[config.mk]
export PLATFORM = sky130hd
export DESIGN_NAME = signmag_decoder
export DESIGN_NICKNAME = d
export VERILOG_FILES = /design/src/rtl/signmag_decoder.sv
export SDC_FILE = /design/constraint.sdc
export NUM_CORES = 1
export LEC_CHECK = 0
export CORE_MARGIN = 3
export CORE_UTILIZATION = 43
export DETAILED_ROUTE_END_ITERATION = 10
export GPL_ROUTABILITY_DRIVEN = 0
export PLACE_DENSITY_LB_ADDON = 0.12
export SKIP_CTS_REPAIR_TIMING = 1
export SLEW_MARGIN = 20
export SYNTH_ARGS = -nofsm -noshare
export SYNTH_HDL_FRONTEND = slang
export SYNTH_SLANG_ARGS = --single-unit
[constraint.sdc]
create_clock -name clk -period 3.9 [get_ports clk]
set_clock_uncertainty 0.15 [all_clocks]
set_input_delay 0.585 -clock clk [delete_from_list [all_inputs] [get_ports clk]]
set_output_delay 0.585 -clock clk [all_outputs]
set_load 0.02 [all_outputs]
[src/rtl/signmag_decoder.sv]
// -----------------------------------------------------------------------------
// signmag_decoder
//
// Converts a stream of W-bit two's-complement results back into sign-magnitude
// form (sign bit + unsigned magnitude) so they can be re-fed to the subtracter
// as operands or displayed. A 2-entry FIFO decouples the valid/ready handshakes
// on both sides, and a saturating counter tracks accepted negative inputs.
//
// Ports:
//   clk        sole clock, rising edge
//   Reset      synchronous, active-low reset
//   Diff       W-bit two's-complement input value
//   in_valid   Diff is valid
//   in_ready   block can accept (registered, independent of out_ready)
//   out_valid  head entry is valid
//   out_ready  consumer accepts head entry
//   Sign       head sign, 1 = negative
//   Mag        head magnitude, unsigned, 0..2^(W-1)
//   Ovf        head magnitude exceeds 2^OPW - 1
//   NegCount   saturating count of accepted negative inputs
// -----------------------------------------------------------------------------
module signmag_decoder #(
  parameter int W    = 6,
  parameter int OPW  = 4,
  parameter int CNTW = 8
) (
  input  logic            clk,
  input  logic            Reset,
  input  logic [W-1:0]    Diff,
  input  logic            in_valid,
  output logic            in_ready,
  output logic            out_valid,
  input  logic            out_ready,
  output logic            Sign,
  output logic [W-1:0]    Mag,
  output logic            Ovf,
  output logic [CNTW-1:0] NegCount
);

  typedef enum logic [1:0] {
    EMPTY,
    ONE,
    FULL
  } state_t;

  typedef struct packed {
    logic         sign;
    logic [W-1:0] mag;
    logic         ovf;
  } entry_t;

  localparam logic [W-1:0]    MAG_LIMIT = W'((1 << OPW) - 1);
  localparam logic [CNTW-1:0] CNT_MAX   = '1;

  state_t state, state_next;
  entry_t head, tail;
  entry_t conv;
  logic   accept, pop;

  // Conversion of the incoming value. Negating in W bits keeps -2^(W-1) at
  // 2^(W-1) (the unsigned reading of the same bit pattern) rather than 0.
  always_comb begin
    conv.sign = Diff[W-1];
    conv.mag  = conv.sign ? (~Diff + W'(1)) : Diff;
    conv.ovf  = (conv.mag > MAG_LIMIT);
  end

  assign in_ready  = (state != FULL);
  assign out_valid = (state != EMPTY);
  assign accept    = in_valid && in_ready;
  assign pop       = out_valid && out_ready;

  assign Sign = head.sign;
  assign Mag  = head.mag;
  assign Ovf  = head.ovf;

  // NOTE: every variable written here gets a default first so no path through
  // the case can leave it unassigned, which would infer a latch.
  always_comb begin
    state_next = state;
    unique case (state)
      EMPTY:   if (accept) state_next = ONE;
      ONE:     if (accept && !pop) state_next = FULL;
               else if (pop && !accept) state_next = EMPTY;
      FULL:    if (pop) state_next = ONE;
      default: state_next = EMPTY;
    endcase
  end

  // NOTE: sequential state uses non-blocking assignments so every register
  // samples the pre-edge values, independent of statement order.
  always_ff @(posedge clk) begin
    if (!Reset) state <= EMPTY;
    else        state <= state_next;
  end

  // NOTE: the buffer is reset too, because the head entry drives Sign/Mag/Ovf
  // directly and those must read zero after reset.
  always_ff @(posedge clk) begin
    if (!Reset) begin
      head <= '0;
      tail <= '0;
    end else begin
      // New data lands in the head slot when the buffer is empty or the head
      // is leaving this cycle; otherwise it queues behind the head.
      if (accept && (state == EMPTY || pop)) head <= conv;
      else if (pop && state == FULL)         head <= tail;

      if (accept && state == ONE && !pop)    tail <= conv;
    end
  end

  always_ff @(posedge clk) begin
    if (!Reset)                                        NegCount <= '0;
    else if (accept && Diff[W-1] && NegCount != CNT_MAX) NegCount <= NegCount + CNTW'(1);
  end

endmodule

==> flow_metrics.py, run 1 <==
metrics = {
    "cts": {
        "cts_tree": "yes",
        "htreeDepth": 1,
        "clk_path_buf_depth": 2,
        "clock-sinks": 26,
        "insertion_delay_ns": 0.32,
        "path_clk_slew_ns": 0.14,
        "cts_buffers": 3,
        "root_buffer": "clkbuf_4",
    },
    "timing": {
        "fmax_mhz": 364.7,
        "hold_ws_ns": 0.3328,
        "rsz0062_at_grt": "no",
        "period_minus_slack_ns": 2.742,
        "setup_violations": 0,
        "finalHoldViolCount": 0,
        "finalCritPeriodShare_pct": 70.32,
        "fin_tns_setup_ns": 0,
        "worst_slew_pin_slew_ns": 0.6680,
        "final_max_slew_viol_count": 0,
        "slew_headroom_pct": 55.37,
    },
    "global_route": {
        "grt_max_degree": 18,
        "busiest_layer": "met1",
        "grtUsageMet3_pct": 3.191,
        "grt_usage_pct": 18.24,
        "grt_overflow_total": 0,
        "grt_antenna_before_repair": 0,
        "grt_pass1_vias": 1136,
        "grt_pass1_wl_um": 5133,
        "met2_usage_pct": 25.31,
        "use_met1_pct": 27.48,
    },
    "worst_setup_path": {
        "end_kind": "output port",
        "critPathArrivalTime_ns": 2.01,
        "worstPathCellList": "nor2b_1 -> inv_1 -> clkdlybuf4s50_1",
        "criticalPathCategory": "reg2out",
        "cp.required_ns": 3.16,
        "cpPeakStageDelay_ns": 0.57,
        "worstPathMaxFanout": 8,
        "startpoint_type": "flop",
        "cp_slowest_cell": "clkdlybuf4s50_1",
    },
    "logic_synthesis": {
        "ys_top_cells_by_area": "dfxtp_1 41%, mux2i_1 6.3%, a211oi_1 4.7%",
        "syn-instance-count": 146,
        "ys_seq_elements": 26,
        "yosysTopAreaCell": "dfxtp_1",
        "synth.net_count": 159,
        "synth_area_um2": 1277,
        "yosysSeqAreaShare_pct": 40.74,
        "synth_cell_type_count": 39,
        "syn_avg_cell_area_um2": 8.750,
        "async_reset_ff_share_pct": 0,
        "yosysWarningCount": 0,
        "synth_edf_count": 0,
        "netlist.area_leader.share_pct": 40.74,
        "ys.flop_type": "dfxtp_1",
    },
    "power": {
        "power_density_nw_per_um2": 314.3,
        "leakagePower_uw": 0.0005974,
        "total_power_uw": 497.8,
        "ir_drop_mv": 0.1522,
    },
    "cells_and_area": {
        "register_area_um2": 520.5,
        "final_nets": 184,
        "nFillCells": 280,
        "multi_input_area_um2": 698.2,
        "diodes": 0,
        "drive_gt1_share_pct": 4.734,
        "area_growth_pct": 24.00,
        "postLayoutCoreUtil_pct": 56.47,
    },
    "route": {
        "routed_wl_um": 2925,
        "via_count": 1185,
        "ant_nets": 0,
        "drt-pass1-iter-count": 4,
        "drt_iter0_drc": 95,
        "vias_per_cell": 5.925,
        "wire_per_inst_um": 14.63,
        "drc": 0,
    },
    "placement": {
        "hpwl_um": 2096,
        "port_buffers": 27,
    },
    "die": {
        "die-width_um": 60.51,
        "dieArea_um2": 3661,
        "ioPinCount": 28,
        "start_util_pct": 45.54,
        "coreArea_um2": 2805,
        "die_h_um": 60.51,
        "rows": 19,
    },
    "hold_path": {
        "hold_path.class": "reg2reg",
    },
    "run": {
        "cap_violations": 0,
    },
    "run_status": {
        "run_status": "finished, final reports clean",
    },
}
[registers in the layout, summed over array words and instances, names as in the netlist]
name	cells
Mag	6
NegCount	8
Ovf	1
Sign	1
state	2
tail	8
[Yosys cell counts, types with 2 or more instances]
cell type   n
a31oi_1     3
nand2_1    12
a21oi_1     6
and2_1      3
ha_1        3
clkbuf_1    6
nor3b_1     2
mux2i_1     8
nor2b_1     2
dfxtp_1    26
nand3_1     4
a221oi_1    2
o22ai_1     3
xnor2_1     3
a211oi_1    8
and3_1      4
nor3_1      3
o21a_1      3
o31ai_1     2
o21ai_0     8
nor2_1     11
inv_1       7
[cell families (layout without fill, tap and decap cells)]
logic type                 Yosys count  in the layout  synth area share [%]
AOI/OAI and AO/OA                   41             41                 21.65
xor gates and xnor gates             4              4                 2.743
adders and majority gates            3              3                 2.939
buffers and inverters               15             38                 5.093
DFF                                 26             26                 40.74
muxes                                8              8                 6.269
and+or+nand+nor                     49             49                 20.57
[metrics by stage]
step / setup WS (ns) / cell area [um^2] / std cells
2_1_floorplan: 1.688 / 1277 / 146
5_1_grt: 0.9499 / 1584 / 200
3_3_place_gp: 1.259 / 1562 / 197
6_report: 1.158 / 1584 / 200
4_1_cts: 1.140 / 1584 / 200
3_5_place_dp: 1.212 / 1562 / 197
[worst paths after layout]
kind                    startpoint                    end  slack (ns)  depth (start not counted)
min reg2reg    Mag[0]$_SDFFE_PN0P_    Mag[0]$_SDFFE_PN0P_        0.33                          2
min            Mag[0]$_SDFFE_PN0P_    Mag[0]$_SDFFE_PN0P_        0.33                          2
max          state[1]$_SDFFE_PN0P_               in_ready        1.16                          3
max reg2reg  state[1]$_SDFFE_PN0P_  state[1]$_SDFFE_PN0P_        1.71                          7
[worst max-delay path: cells and delay by family, from the launching register on]
family / cells / cell delay (ns)
buffers and inverters: 2 / 0.71
flip-flops: 1 / 0.47
AND/OR/NAND/NOR: 1 / 0.52
[power breakdown]
part	internal [uW]	switching [uW]	total, uW
Combinational	46.1	52.5	98.6
Sequential	278	8.48	287
Clock	36.1	76.4	113
[placed cells by master, fill, tap and decap left out, drive strengths merged, types with 6 or more instances in the layout]
master	n
clkdlybuf4s50	27
mux2i	8
o21ai	8
a21oi	6
a211oi	8
dfxtp	26
nor2	11
inv	7
nand2	12
[area by class of cell]
type | count | area share (%)
Clock buffer | 3 | 1.422
Inverter | 7 | 1.659
Tap cell | 31 | 2.449
Sequential cell | 26 | 32.86
Timing Repair Buffer | 28 | 17.54
Multi-Input combinational cell | 105 | 44.08
[per-layer routing]
| layer | vias up | part of all wire [%] |
|---|---|---|
| met2 | 44 | 44 |
| met3 | 2 | 4.9 |
| met1 | 557 | 51 |
| li1 | 582 | - |
| met5 | - | 0 |
| met4 | 0 | 0.68 |
No activity file was read; power rests on OpenSTA's default activity.
==> inputs of run 2 (changes only) <==
- clock period: 3.9 -> 2.3 ns (I/O delays scaled with it)
==> flow_metrics.py, run 2 (synthesis gave the netlist of run 1 again) <==
metrics = {
    "timing": {
        "slew_headroom_pct": 70.14,
        "period_minus_slack_ns": 2.091,
        "worst_slew_pin_slew_ns": 0.4453,
        "finalCritPeriodShare_pct": 90.91,
        "finalHoldViolCount": 0,
        "rsz0062_at_grt": "no",
        "setup_violations": 0,
        "fmax_mhz": 478.2,
        "fin_tns_setup_ns": 0,
        "final_max_slew_viol_count": 0,
    },
    "global_route": {
        "grt_pass1_vias": 1106,
        "grt_pass1_wl_um": 5009,
        "met2_usage_pct": 27.78,
        "grt_max_degree": 15,
        "grtUsageMet3_pct": 4.255,
        "grt_antenna_before_repair": 0,
        "grt_usage_pct": 17.76,
        "grt_overflow_total": 0,
        "busiest_layer": "met2",
        "use_met1_pct": 25.45,
    },
    "route": {
        "drc": 0,
        "routed_wl_um": 3084,
        "vias_per_cell": 5.718,
        "wire_per_inst_um": 14.76,
        "drt_iter0_drc": 53,
        "via_count": 1195,
        "drt-pass1-iter-count": 4,
        "ant_nets": 0,
    },
    "cts": {
        "cts_tree": "yes",
        "path_clk_slew_ns": 0.14,
        "clk_path_buf_depth": 2,
        "clock-sinks": 26,
        "htreeDepth": 1,
        "root_buffer": "clkbuf_4",
        "insertion_delay_ns": 0.31,
        "cts_buffers": 3,
    },
    "die": {
        "die-width_um": 60.51,
        "ioPinCount": 28,
        "start_util_pct": 45.54,
        "coreArea_um2": 2805,
        "die_h_um": 60.51,
        "dieArea_um2": 3661,
        "rows": 19,
    },
    "worst_setup_path": {
        "cpPeakStageDelay_ns": 0.54,
        "cp.required_ns": 1.80,
        "criticalPathCategory": "reg2out",
        "end_kind": "output port",
        "worstPathCellList": "nor2b_4 -> inv_1 -> clkdlybuf4s50_1",
        "path_delay_family": "buffers and inverters",
        "startpoint_type": "flop",
        "critPathArrivalTime_ns": 1.60,
        "cp_slowest_cell": "clkdlybuf4s50_1",
        "path_buf_inv": 2,
        "worstPathMaxFanout": 6,
    },
    "placement": {
        "dp.cells": 203,
        "hpwl_um": 2223,
        "port_buffers": 27,
        "place_area_um2": 1607,
    },
    "cells_and_area": {
        "multi_input_area_um2": 705.7,
        "postLayoutCoreUtil_pct": 59.37,
        "post-route-cell-area_um2": 1665,
        "area_growth_pct": 30.36,
        "layout_common_cells": "27 x clkdlybuf4s50_1, 26 x dfxtp_1, 12 x nand2_1",
        "nFillCells": 272,
        "register_area_um2": 520.5,
        "diodes": 0,
        "layout_commonest_cell": "clkdlybuf4s50_1",
        "layout.cells.non_filler": 209,
        "final_nets": 192,
        "drive_gt1_share_pct": 10.11,
    },
    "run_status": {
        "run_status": "finished, final reports clean",
    },
    "run": {
        "cap_violations": 0,
    },
    "power": {
        "leakagePower_uw": 0.0006445,
        "ir_drop_mv": 0.3850,
        "power_density_nw_per_um2": 534.4,
    },
    "hold_path": {
        "hold_path.class": "reg2reg",
    },
}
-- run 2: final cells by class --
class	instances	share of cell area, %
multi-input combinational	105	42.37
inverter	7	1.578
clock buffer	4	2.179
tap	31	2.329
sequential	26	31.25
timing repair buffer	36	20.29
-- run 2: final timing paths --
path | start | to | slack (ns) | cells past startpoint
worst min register to register | Mag[0]$_SDFFE_PN0P_ | Mag[0]$_SDFFE_PN0P_ | 0.33 | 2
worst min-delay path | Mag[0]$_SDFFE_PN0P_ | Mag[0]$_SDFFE_PN0P_ | 0.33 | 2
worst max register to register | state[1]$_SDFFE_PN0P_ | NegCount[5]$_SDFFE_PN0P_ | 0.35 | 5
worst max-delay path | state[1]$_SDFFE_PN0P_ | in_ready | 0.21 | 3
-- run 2: layer usage --
metal	part of all wire, %	wire length [um]
met5	0	0
met4	0.65	20
met3	4.7	146
met2	46	1434
met1	48	1483
-- run 2: report_power, final --
part	internal [uW]	switching, uW	total, uW
Clock	96.7	131	228
Sequential	472	15.3	487
Combinational	85.4	89.8	175
Total	654	236	890
-- run 2: stage by stage --
| step | hold slack (ns) | worst slack [ns] | power, uW |
|---|---|---|---|
| floorplan | 0.3039 | 0.3277 | 590.3 |
| global placement | 0.3107 | 0.1464 | 664.4 |
| detailed placement | 0.3128 | 0.08209 | 668.4 |
| CTS | 0.3346 | -0.2028 | 898.4 |
| global route | 0.3542 | 0.1357 | 933.3 |
| finish | 0.3311 | 0.2090 | 889.9 |
-- run 2: worst reg2reg max path: stages (launching register included) --
cell     delay (ns)
dfxtp_1        0.40
nor2b_4        0.16
buf_4          0.15
or3_1          0.38
or4_1          0.51
a21oi_1        0.15
